## config.mk

```make
export PLATFORM = sky130hd
export DESIGN_NAME = htif_mem_arbiter_flat
export DESIGN_NICKNAME = d
export VERILOG_FILES = /design/src/rtl/htif_mem_arbiter_if.sv /design/src/rtl/htif_mem_arbiter.sv /design/src/flat_wrapper.sv
export SDC_FILE = /design/constraint.sdc
export NUM_CORES = 1
export LEC_CHECK = 0
export ABC_AREA = 1
export ABC_CLOCK_PERIOD_IN_PS = 14300
export CAP_MARGIN = 20
export CORE_AREA = 8 8 388 390
export DETAILED_ROUTE_END_ITERATION = 8
export DIE_AREA = 0 0 396 398
export HOLD_SLACK_MARGIN = 0.03
export PLACE_DENSITY = 0.3
export SYNTH_ARGS = -nofsm -noshare
export SYNTH_HDL_FRONTEND = slang
export SYNTH_SLANG_ARGS = --single-unit
```

## constraint.sdc

```tcl
create_clock -name clk -period 14.3 [get_ports clk]
set_clock_uncertainty 0.1 [all_clocks]
set_input_delay 2.86 -clock clk [delete_from_list [all_inputs] [get_ports clk]]
set_output_delay 2.86 -clock clk [all_outputs]
set_load 0.005 [all_outputs]
```

## src/rtl/htif_mem_arbiter_if.sv

```systemverilog
// Bundled request/response channels between the 4 HTIF requesters, the arbiter and memory.
// The master modport is the arbiter's view; the slave modport is the requesters plus memory.
interface htif_mem_arbiter_if #(
   parameter int TAG_BITS  = 4,
   parameter int ADDR_BITS = 14,
   parameter int DATA_BITS = 128
);
   logic [3:0]             req_val;
   logic [3:0]             req_rdy;
   logic [3:0]             req_rw;
   logic [4*ADDR_BITS-1:0] req_addr;
   logic [4*DATA_BITS-1:0] req_data;
   logic [4*TAG_BITS-1:0]  req_tag;
   logic [3:0]             resp_val;
   logic [DATA_BITS-1:0]   resp_data;
   logic [TAG_BITS-1:0]    resp_tag;
   logic                   mem_req_val;
   logic                   mem_req_rdy;
   logic                   mem_req_rw;
   logic [ADDR_BITS-1:0]   mem_req_addr;
   logic [DATA_BITS-1:0]   mem_req_data;
   logic [TAG_BITS+1:0]    mem_req_tag;
   logic                   mem_resp_val;
   logic [DATA_BITS-1:0]   mem_resp_data;
   logic [TAG_BITS+1:0]    mem_resp_tag;

   modport master (
      input  req_val, req_rw, req_addr, req_data, req_tag,
      input  mem_req_rdy, mem_resp_val, mem_resp_data, mem_resp_tag,
      output req_rdy, resp_val, resp_data, resp_tag,
      output mem_req_val, mem_req_rw, mem_req_addr, mem_req_data, mem_req_tag
   );

   modport slave (
      output req_val, req_rw, req_addr, req_data, req_tag,
      output mem_req_rdy, mem_resp_val, mem_resp_data, mem_resp_tag,
      input  req_rdy, resp_val, resp_data, resp_tag,
      input  mem_req_val, mem_req_rw, mem_req_addr, mem_req_data, mem_req_tag
   );
endinterface

```

## src/rtl/htif_mem_arbiter.sv

```systemverilog
// Round-robin arbiter sharing one HTIF memory channel among 4 requesters, with a
// one-entry registered output stage, ID-routed responses and an in-flight read limit.
module htif_mem_arbiter #(
   parameter int TAG_BITS        = 4,
   parameter int ADDR_BITS       = 14,
   parameter int DATA_BITS       = 128,
   parameter int MAX_OUTSTANDING = 8
) (
   input  logic                clk,
   input  logic                reset,
   htif_mem_arbiter_if.master  bus,
   output logic [3:0]          outstanding,
   output logic                err
);

   logic                 mem_req_val_q;
   logic                 mem_req_rw_q;
   logic [ADDR_BITS-1:0] mem_req_addr_q;
   logic [DATA_BITS-1:0] mem_req_data_q;
   logic [TAG_BITS+1:0]  mem_req_tag_q;
   logic [3:0]           outstanding_q;
   logic                 err_q;
   logic [1:0]           ptr;

   logic                 stage_free;
   logic                 pending_read;
   logic                 read_ok;
   logic [3:0]           eligible;
   logic                 gnt_any;
   logic [1:0]           gnt_id;
   logic [3:0]           req_rdy_c;
   logic                 rd_issue;

   assign stage_free   = !mem_req_val_q || bus.mem_req_rdy;
   // A read draining this cycle still counts: it lands in outstanding next cycle.
   assign pending_read = mem_req_val_q && !mem_req_rw_q;
   assign read_ok      = ({1'b0, outstanding_q} + {4'b0000, pending_read}) < 5'(MAX_OUTSTANDING);
   assign eligible     = bus.req_val & (bus.req_rw | {4{read_ok}});
   assign rd_issue     = mem_req_val_q && bus.mem_req_rdy && !mem_req_rw_q;

   always_comb begin
      gnt_any   = 1'b0;
      gnt_id    = ptr;
      req_rdy_c = 4'b0000;
      for (int k = 0; k < 4; k++) begin
         if (!gnt_any && eligible[ptr + 2'(k)]) begin
            gnt_any = 1'b1;
            gnt_id  = ptr + 2'(k);
         end
      end
      if (stage_free && gnt_any) req_rdy_c[gnt_id] = 1'b1;
   end

   always_ff @(posedge clk or posedge reset) begin
      if (reset) begin
         mem_req_val_q  <= 1'b0;
         mem_req_rw_q   <= 1'b0;
         mem_req_addr_q <= '0;
         mem_req_data_q <= '0;
         mem_req_tag_q  <= '0;
         outstanding_q  <= 4'd0;
         err_q          <= 1'b0;
         ptr            <= 2'd0;
      end else begin
         if (stage_free) begin
            mem_req_val_q <= gnt_any;
            if (gnt_any) begin
               mem_req_rw_q   <= bus.req_rw[gnt_id];
               mem_req_addr_q <= bus.req_addr[gnt_id*ADDR_BITS +: ADDR_BITS];
               mem_req_data_q <= bus.req_data[gnt_id*DATA_BITS +: DATA_BITS];
               mem_req_tag_q  <= {gnt_id, bus.req_tag[gnt_id*TAG_BITS +: TAG_BITS]};
               ptr            <= gnt_id + 2'd1;
            end
         end
         if (rd_issue && !bus.mem_resp_val) begin
            outstanding_q <= outstanding_q + 4'd1;
         end else if (bus.mem_resp_val && !rd_issue) begin
            if (outstanding_q == 4'd0) err_q <= 1'b1;
            else                       outstanding_q <= outstanding_q - 4'd1;
         end
      end
   end

   assign bus.req_rdy      = req_rdy_c;
   assign bus.mem_req_val  = mem_req_val_q;
   assign bus.mem_req_rw   = mem_req_rw_q;
   assign bus.mem_req_addr = mem_req_addr_q;
   assign bus.mem_req_data = mem_req_data_q;
   assign bus.mem_req_tag  = mem_req_tag_q;
   assign outstanding      = outstanding_q;
   assign err              = err_q;

   // Responses are never backpressured, so routing is purely combinational.
   assign bus.resp_val  = bus.mem_resp_val ? (4'b0001 << bus.mem_resp_tag[TAG_BITS+1:TAG_BITS]) : 4'b0000;
   assign bus.resp_data = bus.mem_resp_data;
   assign bus.resp_tag  = bus.mem_resp_tag[TAG_BITS-1:0];

endmodule

```

## src/flat_wrapper.sv

```systemverilog
// flat-port wrapper written by rule: the top's interface ports become plain ports
module htif_mem_arbiter_flat 
#(
   parameter int TAG_BITS        = 4,
   parameter int ADDR_BITS       = 14,
   parameter int DATA_BITS       = 128,
   parameter int MAX_OUTSTANDING = 8
)
  (clk, reset, outstanding, err, bus_req_val, bus_req_rw, bus_req_addr, bus_req_data, bus_req_tag, bus_mem_req_rdy, bus_mem_resp_val, bus_mem_resp_data, bus_mem_resp_tag, bus_req_rdy, bus_resp_val, bus_resp_data, bus_resp_tag, bus_mem_req_val, bus_mem_req_rw, bus_mem_req_addr, bus_mem_req_data, bus_mem_req_tag);
  htif_mem_arbiter_if #(.TAG_BITS(TAG_BITS), .ADDR_BITS(ADDR_BITS), .DATA_BITS(DATA_BITS)) bus_i ();
  input  logic clk;
  input  logic reset;
  output logic [3:0] outstanding;
  output logic err;
  input wire logic [$bits(bus_i.req_val)-1:0] bus_req_val;
  input wire logic [$bits(bus_i.req_rw)-1:0] bus_req_rw;
  input wire logic [$bits(bus_i.req_addr)-1:0] bus_req_addr;
  input wire logic [$bits(bus_i.req_data)-1:0] bus_req_data;
  input wire logic [$bits(bus_i.req_tag)-1:0] bus_req_tag;
  input wire logic [$bits(bus_i.mem_req_rdy)-1:0] bus_mem_req_rdy;
  input wire logic [$bits(bus_i.mem_resp_val)-1:0] bus_mem_resp_val;
  input wire logic [$bits(bus_i.mem_resp_data)-1:0] bus_mem_resp_data;
  input wire logic [$bits(bus_i.mem_resp_tag)-1:0] bus_mem_resp_tag;
  output wire logic [$bits(bus_i.req_rdy)-1:0] bus_req_rdy;
  output wire logic [$bits(bus_i.resp_val)-1:0] bus_resp_val;
  output wire logic [$bits(bus_i.resp_data)-1:0] bus_resp_data;
  output wire logic [$bits(bus_i.resp_tag)-1:0] bus_resp_tag;
  output wire logic [$bits(bus_i.mem_req_val)-1:0] bus_mem_req_val;
  output wire logic [$bits(bus_i.mem_req_rw)-1:0] bus_mem_req_rw;
  output wire logic [$bits(bus_i.mem_req_addr)-1:0] bus_mem_req_addr;
  output wire logic [$bits(bus_i.mem_req_data)-1:0] bus_mem_req_data;
  output wire logic [$bits(bus_i.mem_req_tag)-1:0] bus_mem_req_tag;
  assign bus_i.req_val = bus_req_val;
  assign bus_i.req_rw = bus_req_rw;
  assign bus_i.req_addr = bus_req_addr;
  assign bus_i.req_data = bus_req_data;
  assign bus_i.req_tag = bus_req_tag;
  assign bus_i.mem_req_rdy = bus_mem_req_rdy;
  assign bus_i.mem_resp_val = bus_mem_resp_val;
  assign bus_i.mem_resp_data = bus_mem_resp_data;
  assign bus_i.mem_resp_tag = bus_mem_resp_tag;
  assign bus_req_rdy = bus_i.req_rdy;
  assign bus_resp_val = bus_i.resp_val;
  assign bus_resp_data = bus_i.resp_data;
  assign bus_resp_tag = bus_i.resp_tag;
  assign bus_mem_req_val = bus_i.mem_req_val;
  assign bus_mem_req_rw = bus_i.mem_req_rw;
  assign bus_mem_req_addr = bus_i.mem_req_addr;
  assign bus_mem_req_data = bus_i.mem_req_data;
  assign bus_mem_req_tag = bus_i.mem_req_tag;
  htif_mem_arbiter #(.TAG_BITS(TAG_BITS), .ADDR_BITS(ADDR_BITS), .DATA_BITS(DATA_BITS), .MAX_OUTSTANDING(MAX_OUTSTANDING)) u_core (.clk(clk), .reset(reset), .bus(bus_i), .outstanding(outstanding), .err(err));
endmodule
```

==> Yosys cells after proc, flatten, opt, wreduce, memory -nomap -nowiden <==
Cells that the tools add are included.
{ "totals": {"register_bits": 157, "inputBits": 730, "output_inout_bits": 295, "word_cells": 78} }
{ "op_classes": {"add_sub_neg": 7, "multipliers": 1, "magnitude_cmp": 7, "eq_ne": 1, "shift": 4, "n_mux": 24, "n_bitwise": 3, "reduce_logical": 23} }
{ "op_table": {"columns": ["operator", "n"], "rows": [
  ["512-bit by 10-bit variable part select with 128-bit output", 1],
  ["56-bit by 7-bit variable part select with 14-bit output", 1],
  ["4-bit two-way mux", 5],
  ["16-bit by 5-bit variable part select with 4-bit output", 1],
  ["2-bit by 3-bit less-than comparator with 1-bit output (second input constant)", 5],
  ["1-bit binary-select mux with 2-bit select", 5],
  ["1-bit logical AND", 10],
  ["1-bit two-way mux", 10],
  ["1-bit zero test", 7],
  ["2-bit two-way mux", 3],
  ["4-bit by 1-bit adder with 5-bit output", 1],
  ["5-bit by 4-bit less-than comparator with 1-bit output (second input constant)", 1],
  ["2-bit by 3-bit multiplier with 5-bit output (second input constant)", 1],
  ["2-bit by 1-bit adder with 2-bit output (second input constant)", 2],
  ["2-bit adder (second input constant)", 2],
  ["4-bit by 1-bit adder with 4-bit output (second input constant)", 1],
  ["4-bit AND", 1],
  ["4-bit zero test", 1],
  ["4-bit bitwise OR", 1],
  ["2-bit AND reduction", 2],
  ["1-bit by 2-bit << shifter with 4-bit output (first input constant)", 1],
  ["4-bit by 1-bit subtractor with 4-bit output (second input constant)", 1],
  ["3-bit AND reduction", 1],
  ["1-bit demux with 2-bit select", 1],
  ["5 further kinds", 5]
]} }

==> Logic depth before layout (Yosys ltp) <==
Gate-level depths: netlist (run 1).
{ "depth": {"ltp_word": 23, "ltp_mapped": 20, "depth_no_buf": 18} }

==> Worst setup path before layout (run 1) <==
Ideal clock, no wire load.
{ "synth_path": {"path_type": "input -> output", "from": "input port bus_req_rw[3]", "to": "output port bus_req_rdy[1]", "t_arrival_ns": 4.236, "setup_slack_ns": 7.104, "stages": 14, "n_path_buf": 2, "path_cell_list": "inv_1 > nand2_1 > nand3_1 > nand2_1 > nand2_1 > nand2_2 > nand4_4 > inv_2 > nand2_1 > nand2_1 > buf_2 > buf_2 > nand3_1 > inv_1"} }
{ "synth_between": {"elab_chain_cells": 19, "elab_cells_between_ends": 30} }
{ "synth_rtl": {"columns": ["item", "line", "source"], "rows": [
  ["start: declaration", "flat_wrapper.sv:16", "input wire logic [$bits(bus_i.req_rw)-1:0] bus_req_rw;"],
  ["4-bit bitwise OR (*)", "htif_mem_arbiter.sv:38", "assign eligible = bus.req_val & (bus.req_rw | {4{read_ok}});"],
  ["4-bit AND (*)", "htif_mem_arbiter.sv:38", null],
  ["1-bit binary-select mux with 2-bit select", "htif_mem_arbiter.sv:46", "if (!gnt_any && eligible[ptr + 2'(k)]) begin"],
  ["1-bit two-way mux (implied by the code)", "htif_mem_arbiter.sv:46", null],
  ["1-bit two-way mux", "htif_mem_arbiter.sv:46", null],
  ["1-bit zero test", "htif_mem_arbiter.sv:46", null],
  ["1-bit logical AND", "htif_mem_arbiter.sv:46", null],
  ["1-bit two-way mux", "htif_mem_arbiter.sv:46", null],
  ["[3 not listed]", null, null],
  ["1-bit zero test", "htif_mem_arbiter.sv:46", null],
  ["1-bit logical AND", "htif_mem_arbiter.sv:46", null],
  ["2-bit two-way mux", "htif_mem_arbiter.sv:46", null],
  ["2-bit by 3-bit less-than comparator with 1-bit output (implied by the code) or 2-bit by 1-bit >= comparator with 1-bit output (tied branches)", "htif_mem_arbiter.sv:51", "if (stage_free && gnt_any) req_rdy_c[gnt_id] = 1'b1;"],
  ["1-bit logical AND (implied by the code)", "htif_mem_arbiter.sv:51", null],
  ["1-bit two-way mux (implied by the code)", "htif_mem_arbiter.sv:51", null],
  ["1-bit demux with 2-bit select", null, null],
  ["4-bit two-way mux (*)", "htif_mem_arbiter.sv:51", null],
  ["end: declaration", "flat_wrapper.sv:24", "output wire logic [$bits(bus_i.req_rdy)-1:0] bus_req_rdy;"]
]} }
Every way passes the cells marked *; elsewhere a longest branch is shown, timed or not. The select of a mux whose other input is x is not followed.

==> Final worst setup path (run 1) <==
{ "layout_path": {"from": "input port bus_req_rw[2]", "to": "output port bus_req_rdy[2]"} }
The elaborated chain is that of the path after synthesis.

==> metrics.cfg, run 1 <==
[timing]
slew_headroom=0.363
tightestPinTransition_ps=956
final-hold-violation-count=0
rsz0062_at_grt=no
fmax_mhz=112
holdWs_ps=373
maxSlewViolCount=0
setup-violations-final=0
final.setup.worst_slack_ps=5380
finalSetupTns_ps=0
min_period_ps=8920
period_share=0.624

[global_route]
grt_pass1_vias=18300
antenna_found_initial=85
grt.total_usage=0.136
grt_pass1_wl_mm=152
grt_max_degree=135
grt_overflow_total=0

[cts]
h-tree-depth=4
tritoncts=built
root_buffer=clkbuf_16
cts-buffers-inserted=17
cts.hold.buffers_added=0
clkSlewWorstSetupHoldPaths_ps=80
insertion_delay_ps=520
cts.repair.resized=0
cts.sinks=157
postCtsSetupBuffers=0
clockBufferDepth=2

[die]
rows=140
fp.dieArea_mm2=0.158
start_util=0.0968
die_w_um=396
core_area_mm2=0.145
dieHeight_um=398
ios=1025

[power]
clkPwrFrac=0.074
p_switching_mw=4.11
leakage_nw=10.8
power_mw=6.77
p_comb_frac=0.799
power_density_mw_per_mm2=295
p_seq_frac=0.126
ir_drop_mv=0.329
netSwitchingFraction=0.606
p_int_mw=2.67

[detailed_routing]
wl_mm=111
num_vias=17500
postRouteAntennaNets=0
drt_iter0_markers=877
drc_errors=0
routedWlPerCell_um=23.2
viasPerCell=3.65
drt_first_pass_iters=5

[flow_run]
max-cap-violations=0

[worst_setup_path]
r2r_setup_slack_ps=9490
crit_path_frequent_cell=nand2_1
cp_num_buf_inv=4
cp_cell_sequence=clkdlybuf4s50_1, inv_1, nand2_1, nand3_1, nand2_1, nand2_1, nand2_2, nand4_4, nand2_8, nand2_1, nor2_1, nand2_1, inv_1, clkdlybuf4s50_1
cp_max_fo=110
cp_top_family=simple AND/OR/NAND/NOR gates
slowest_stage=nand2_8
start_kind=primary input
cp.required_ps=11340
endpoint_kind=primary output
max_stage_delay_ps=570
path_class=primary input to primary output
cp_data_arrival_time_ps=5960

[synth]
synth_warnings=0
ys_types=32
synthSimpleGateAreaFrac=0.557
seq_area_frac_synth=0.281
postSynthCellCount=2368
synth_top_family_by_area=simple AND/OR/NAND/NOR gates
yosys.area_share.xor_xnor=0.00304
synthAdderAreaFrac=0.00501
synthMuxAreaShare=0.000805
netlist_area_mm2=0.0140
synth-compound-area-share=0.00573
postSynthAreaPerCell_um2=5.91
syn_nets=3103
synth-seq-cells=157

[min_path]
hold_class=flop to flop

[layout]
nNetsFinal=3580
area_delta_synth_final_pct=63.9
drive_gt1_frac=0.0269
final_cell_mix=1207 x nand2_1, 760 x clkdlybuf4s50_1, 612 x nand3_1
stdcell_count=4795
layout_commonest_cell=nand2_1

[place]
dp.cells=4743
place_hpwl_mm=85.9
dpl_worst_slack_ps=5370
gp_congestion=0.771
portBuffers=760

[run_status]
outcome=finished clean

-- logic make-up after synthesis --
family / Yosys count
flip-flops: 157
AO/OA/AOI/OAI: 12
AND/OR/NAND/NOR: 1843
buffers and inverters: 346
XOR/XNOR: 4
multiplexers: 1
adder cells (fa/ha/maj): 5
-- layer usage --
| metal | vias to the layer above | global-route usage | share of wire |
|---|---|---|---|
| met5 | - | 0.000615 | 0.0018 |
| met4 | 34 | 0.0419 | 0.027 |
| met3 | 205 | 0.0551 | 0.085 |
| met2 | 689 | 0.231 | 0.48 |
| met1 | 8122 | 0.156 | 0.40 |
| li1 | 8436 | - | - |
-- flip-flops by register name, summed over array words and instances, names as in the netlist --
register / cells
u_core.err: 1
u_core.bus.mem_req_tag: 6
u_core.bus.mem_req_val: 1
u_core.outstanding: 4
u_core.bus.mem_req_addr: 14
u_core.ptr: 2
u_core.bus.mem_req_rw: 1
u_core.bus.mem_req_data: 128
-- area by class of cell --
type | instances | area [um2]
timing repair buffer | 783 | 7820
sequential | 157 | 3930
clock inverter | 15 | 158
fill | 16900 | 122000
multi-input combinational | 1865 | 8050
tap | 1917 | 2400
inverter | 21 | 93.8
antenna | 20 | 50.0
clock buffer | 17 | 425
-- metrics by stage --
stage	utilization	area (um2)
detailed placement	0.154	22300
global placement	0.154	22300
finish	0.159	22900
floorplan	-	14000
CTS	0.158	22900
global route	0.158	22900
-- power by group through the flow --
stage	Clock [mW]	Combinational, mW	Sequential (mW)
after global routing	0.553	6.17	0.889
after global placement	0	5.65	0.866
final	0.502	5.41	0.857
after floorplan	0	3.41	0.848
after detailed placement	0	5.61	0.866
after CTS	0.545	5.63	0.862
-- synth_stat cells (all sizes together) --
cell | number | area share
a21o | 2 | 0.0011
a21oi | 3 | 0.0011
buf | 304 | 0.14
clkbuf | 21 | 0.0056
dfrtp | 157 | 0.28
fa | 1 | 0.0014
ha | 4 | 0.0036
inv | 21 | 0.0056
mux2 | 1 | 0.00081
nand2 | 1215 | 0.33
nand3 | 615 | 0.22
nand4 | 3 | 0.0024
nor2 | 4 | 0.0022
nor3 | 5 | 0.0018
nor4 | 1 | 0.00045
o211ai | 1 | 0.00054
o21ai | 4 | 0.0017
o21bai | 2 | 0.0013
xnor2 | 4 | 0.0030
-- final timing paths --
check,startpoint,depth (start not counted),endpoint
hold / removal,u_core.err,1,u_core.err
setup / recovery,bus_req_rw[2],14,bus_req_rdy[2]
max in group asynchronous,reset,4,u_core.bus.mem_req_tag[5]
hold reg to reg,u_core.err,1,u_core.err
min in group asynchronous,reset,2,u_core.bus.mem_req_data[21]
setup reg to reg,u_core.outstanding[0],18,u_core.bus.mem_req_data[33]
Note: power is estimated with default switching activity, not from simulation.
==> inputs of run 2 (changes only) <==
--- a/config.mk
+++ b/config.mk
@@ -6,11 +6,11 @@
 export NUM_CORES = 1
 export LEC_CHECK = 0
 export ABC_AREA = 1
-export ABC_CLOCK_PERIOD_IN_PS = 14300
+export ABC_CLOCK_PERIOD_IN_PS = 9100
 export CAP_MARGIN = 20
-export CORE_AREA = 8 8 388 390
+export CORE_AREA = 8 8 398 400
 export DETAILED_ROUTE_END_ITERATION = 8
-export DIE_AREA = 0 0 396 398
+export DIE_AREA = 0 0 406 408
 export HOLD_SLACK_MARGIN = 0.03
 export PLACE_DENSITY = 0.3
 export SYNTH_ARGS = -nofsm -noshare
==> constraint.sdc (replaced) <==
create_clock -name clk -period 9.1 [get_ports clk]
set_clock_uncertainty 0.1 [all_clocks]
set_input_delay 1.82 -clock clk [delete_from_list [all_inputs] [get_ports clk]]
set_output_delay 1.82 -clock clk [all_outputs]
set_load 0.005 [all_outputs]
==> run 2 against run 1 <==
Against the previous run:
- sequential share of layout area fell by 0.15 points
- combinational power increased by 61%
- non-clock buffer count stayed put
- clock power increased by 61%
- global-route usage barely moved
- critical path depth unchanged
- first-iteration DRC count rose by 35%
- sequential power rose by 58%
- flip-flop and latch count did not move
- die area up 5.1%
- via count increased by 1.3%
- wire length up 5.6%
- largest power group unchanged
==> metrics.cfg, run 2 (same netlist as run 1, synthesis figures left out) <==
[min_path]
hold_class=flop to flop

[worst_setup_path]
max_stage_delay_ps=500  ; -70 ps
cp_max_fo=86  ; -22%
cp_top_family=simple AND/OR/NAND/NOR gates
cp_cell_sequence=clkdlybuf4s50_1, inv_1, nand2_1, nand3_1, nand2_1, nand2_1, nand2_2, nand4_4, nand2_8, nand2_1, nor2_1, nand2_1, inv_1, clkdlybuf4s50_1
crit_path_frequent_cell=nand2_1
start_kind=primary input
cp.required_ps=7180  ; -4160 ps
cp_num_buf_inv=4  ; unchanged
cp_data_arrival_time_ps=4860  ; -1100 ps
r2r_setup_slack_ps=4670  ; -4820 ps
slowest_stage=nand2_8
endpoint_kind=primary output
path_class=primary input to primary output

[power]
netSwitchingFraction=0.613  ; +0.00634
p_switching_mw=6.66  ; +62%
p_seq_frac=0.124  ; -0.002
p_comb_frac=0.802  ; +0.003
power_density_mw_per_mm2=470  ; +59%
p_int_mw=4.21  ; +58%
ir_drop_mv=0.568  ; +73%
clkPwrFrac=0.074  ; about the same
leakage_nw=10.8  ; +0.14%

[timing]
tightestPinTransition_ps=1010  ; +53.1 ps
fmax_mhz=148
setup-violations-final=0  ; unchanged
maxSlewViolCount=0  ; unchanged
finalSetupTns_ps=0  ; unchanged
min_period_ps=6780
rsz0062_at_grt=no
final-hold-violation-count=0  ; unchanged
period_share=0.745
slew_headroom=0.327  ; -0.0354

[cts]
cts-buffers-inserted=17  ; unchanged
clkSlewWorstSetupHoldPaths_ps=70  ; about the same
cts.sinks=157  ; unchanged
cts.hold.buffers_added=0  ; unchanged
postCtsSetupBuffers=0  ; unchanged
tritoncts=built
h-tree-depth=4  ; unchanged
root_buffer=clkbuf_16
cts.repair.resized=0  ; unchanged
insertion_delay_ps=520  ; about the same
clockBufferDepth=2  ; unchanged

[die]
ios=1025  ; unchanged
rows=144  ; +2.9%
core_area_mm2=0.153  ; +5.6%
dieHeight_um=408  ; +2.5%
fp.dieArea_mm2=0.166  ; +5.1%
die_w_um=406  ; +2.5%
start_util=0.0916  ; -0.00513

[layout]
stdcell_count=4924  ; +2.7%
nNetsFinal=3580  ; unchanged
seq_area_mm2=0.00393  ; unchanged
final_cell_mix=1207 x nand2_1, 760 x clkdlybuf4s50_1, 612 x nand3_1
drive_gt1_frac=0.0269  ; unchanged
nFillCells=17800  ; +5.3%
layout_commonest_cell=nand2_1
finalInstanceArea_mm2=0.0231  ; +0.90%
largest_register_ffs=128  ; unchanged
area_delta_synth_final_pct=65.4
multi_input_area_mm2=0.00805  ; unchanged

[detailed_routing]
routedWlPerCell_um=23.8  ; +2.8%
drt_iter0_markers=1180  ; +35%
drc_errors=0  ; unchanged
drt_first_pass_iters=5  ; unchanged
wl_mm=117  ; +5.6%
viasPerCell=3.60  ; -1.4%
num_vias=17700  ; +1.3%
postRouteAntennaNets=0  ; unchanged

[global_route]
grt_pass1_vias=18300  ; +0.26%
grt.total_usage=0.136  ; +0.000249
grt_max_degree=141  ; +4.4%
grt_pass1_wl_mm=158  ; +4.0%
antenna_found_initial=88  ; +3.5%
grt_overflow_total=0  ; unchanged

[place]
dp.cells=4869  ; +2.7%
portBuffers=760  ; unchanged
place_hpwl_mm=90.0  ; +4.7%
gp_congestion=0.818  ; +6.1%
dpl_cell_area_mm2=0.0225  ; +0.78%

[run_status]
outcome=finished clean

[flow_run]
max-cap-violations=0  ; unchanged

## run 2: cell count changes in the layout (fill, tap and decap cells not counted), sizes merged
| cell | change |
|---|---|
| diode | +2 |
## run 2: power by group through the flow
stage	clock [mW]	combinational (mW)	sequential [mW]
floorplan	0	5.35	1.33
global placement	0	9.09	1.36
detailed placement	0	9.07	1.36
CTS	0.868	9.11	1.35
global route	0.876	9.91	1.39
finish	0.807	8.71	1.35
## run 2: final timing paths
check / to / cells after the start / start
max: bus_req_rdy[2] / 14 / bus_req_rw[3]
min: u_core.err / 1 / u_core.err
max reg2reg: u_core.bus.mem_req_data[38] / 16 / u_core.outstanding[0]
min reg2reg: u_core.err / 1 / u_core.err
max in group asynchronous: u_core.ptr[1] / 3 / reset
min in group asynchronous: u_core.bus.mem_req_data[23] / 2 / reset
## run 2: layer usage
layer  global-route usage  routed length, um  vias up
li1                     -                  -     8449
met4               0.0506               3980       36
met3               0.0568              11000      224
met1                0.154              46600     8253
met5              0.00234                257        -
met2                0.227              55600      749
## run 2: metrics by stage
step / worst slack (ps) / total power [mW] / utilization / hold WS [ps]
2_1_floorplan: 2950 / 6.69 / - / 351
3_3_place_gp: 2350 / 10.4 / 0.147 / 349
3_5_place_dp: 2310 / 10.4 / 0.147 / 362
4_1_cts: 2300 / 11.3 / 0.151 / 384
5_1_grt: 2090 / 12.2 / 0.151 / 398
6_report: 2320 / 10.9 / 0.152 / 376
## run 2: layout make-up
| cell class | instances | area share |
|---|---|---|
| Multi-Input combinational cell | 1865 | 0.348 |
| Timing Repair Buffer | 783 | 0.340 |
| Sequential cell | 157 | 0.170 |
| Tap cell | 2044 | 0.111 |
| Clock buffer | 17 | 0.0184 |
| Clock inverter | 15 | 0.00682 |
| Inverter | 21 | 0.00395 |
| Antenna cell | 22 | 0.00238 |
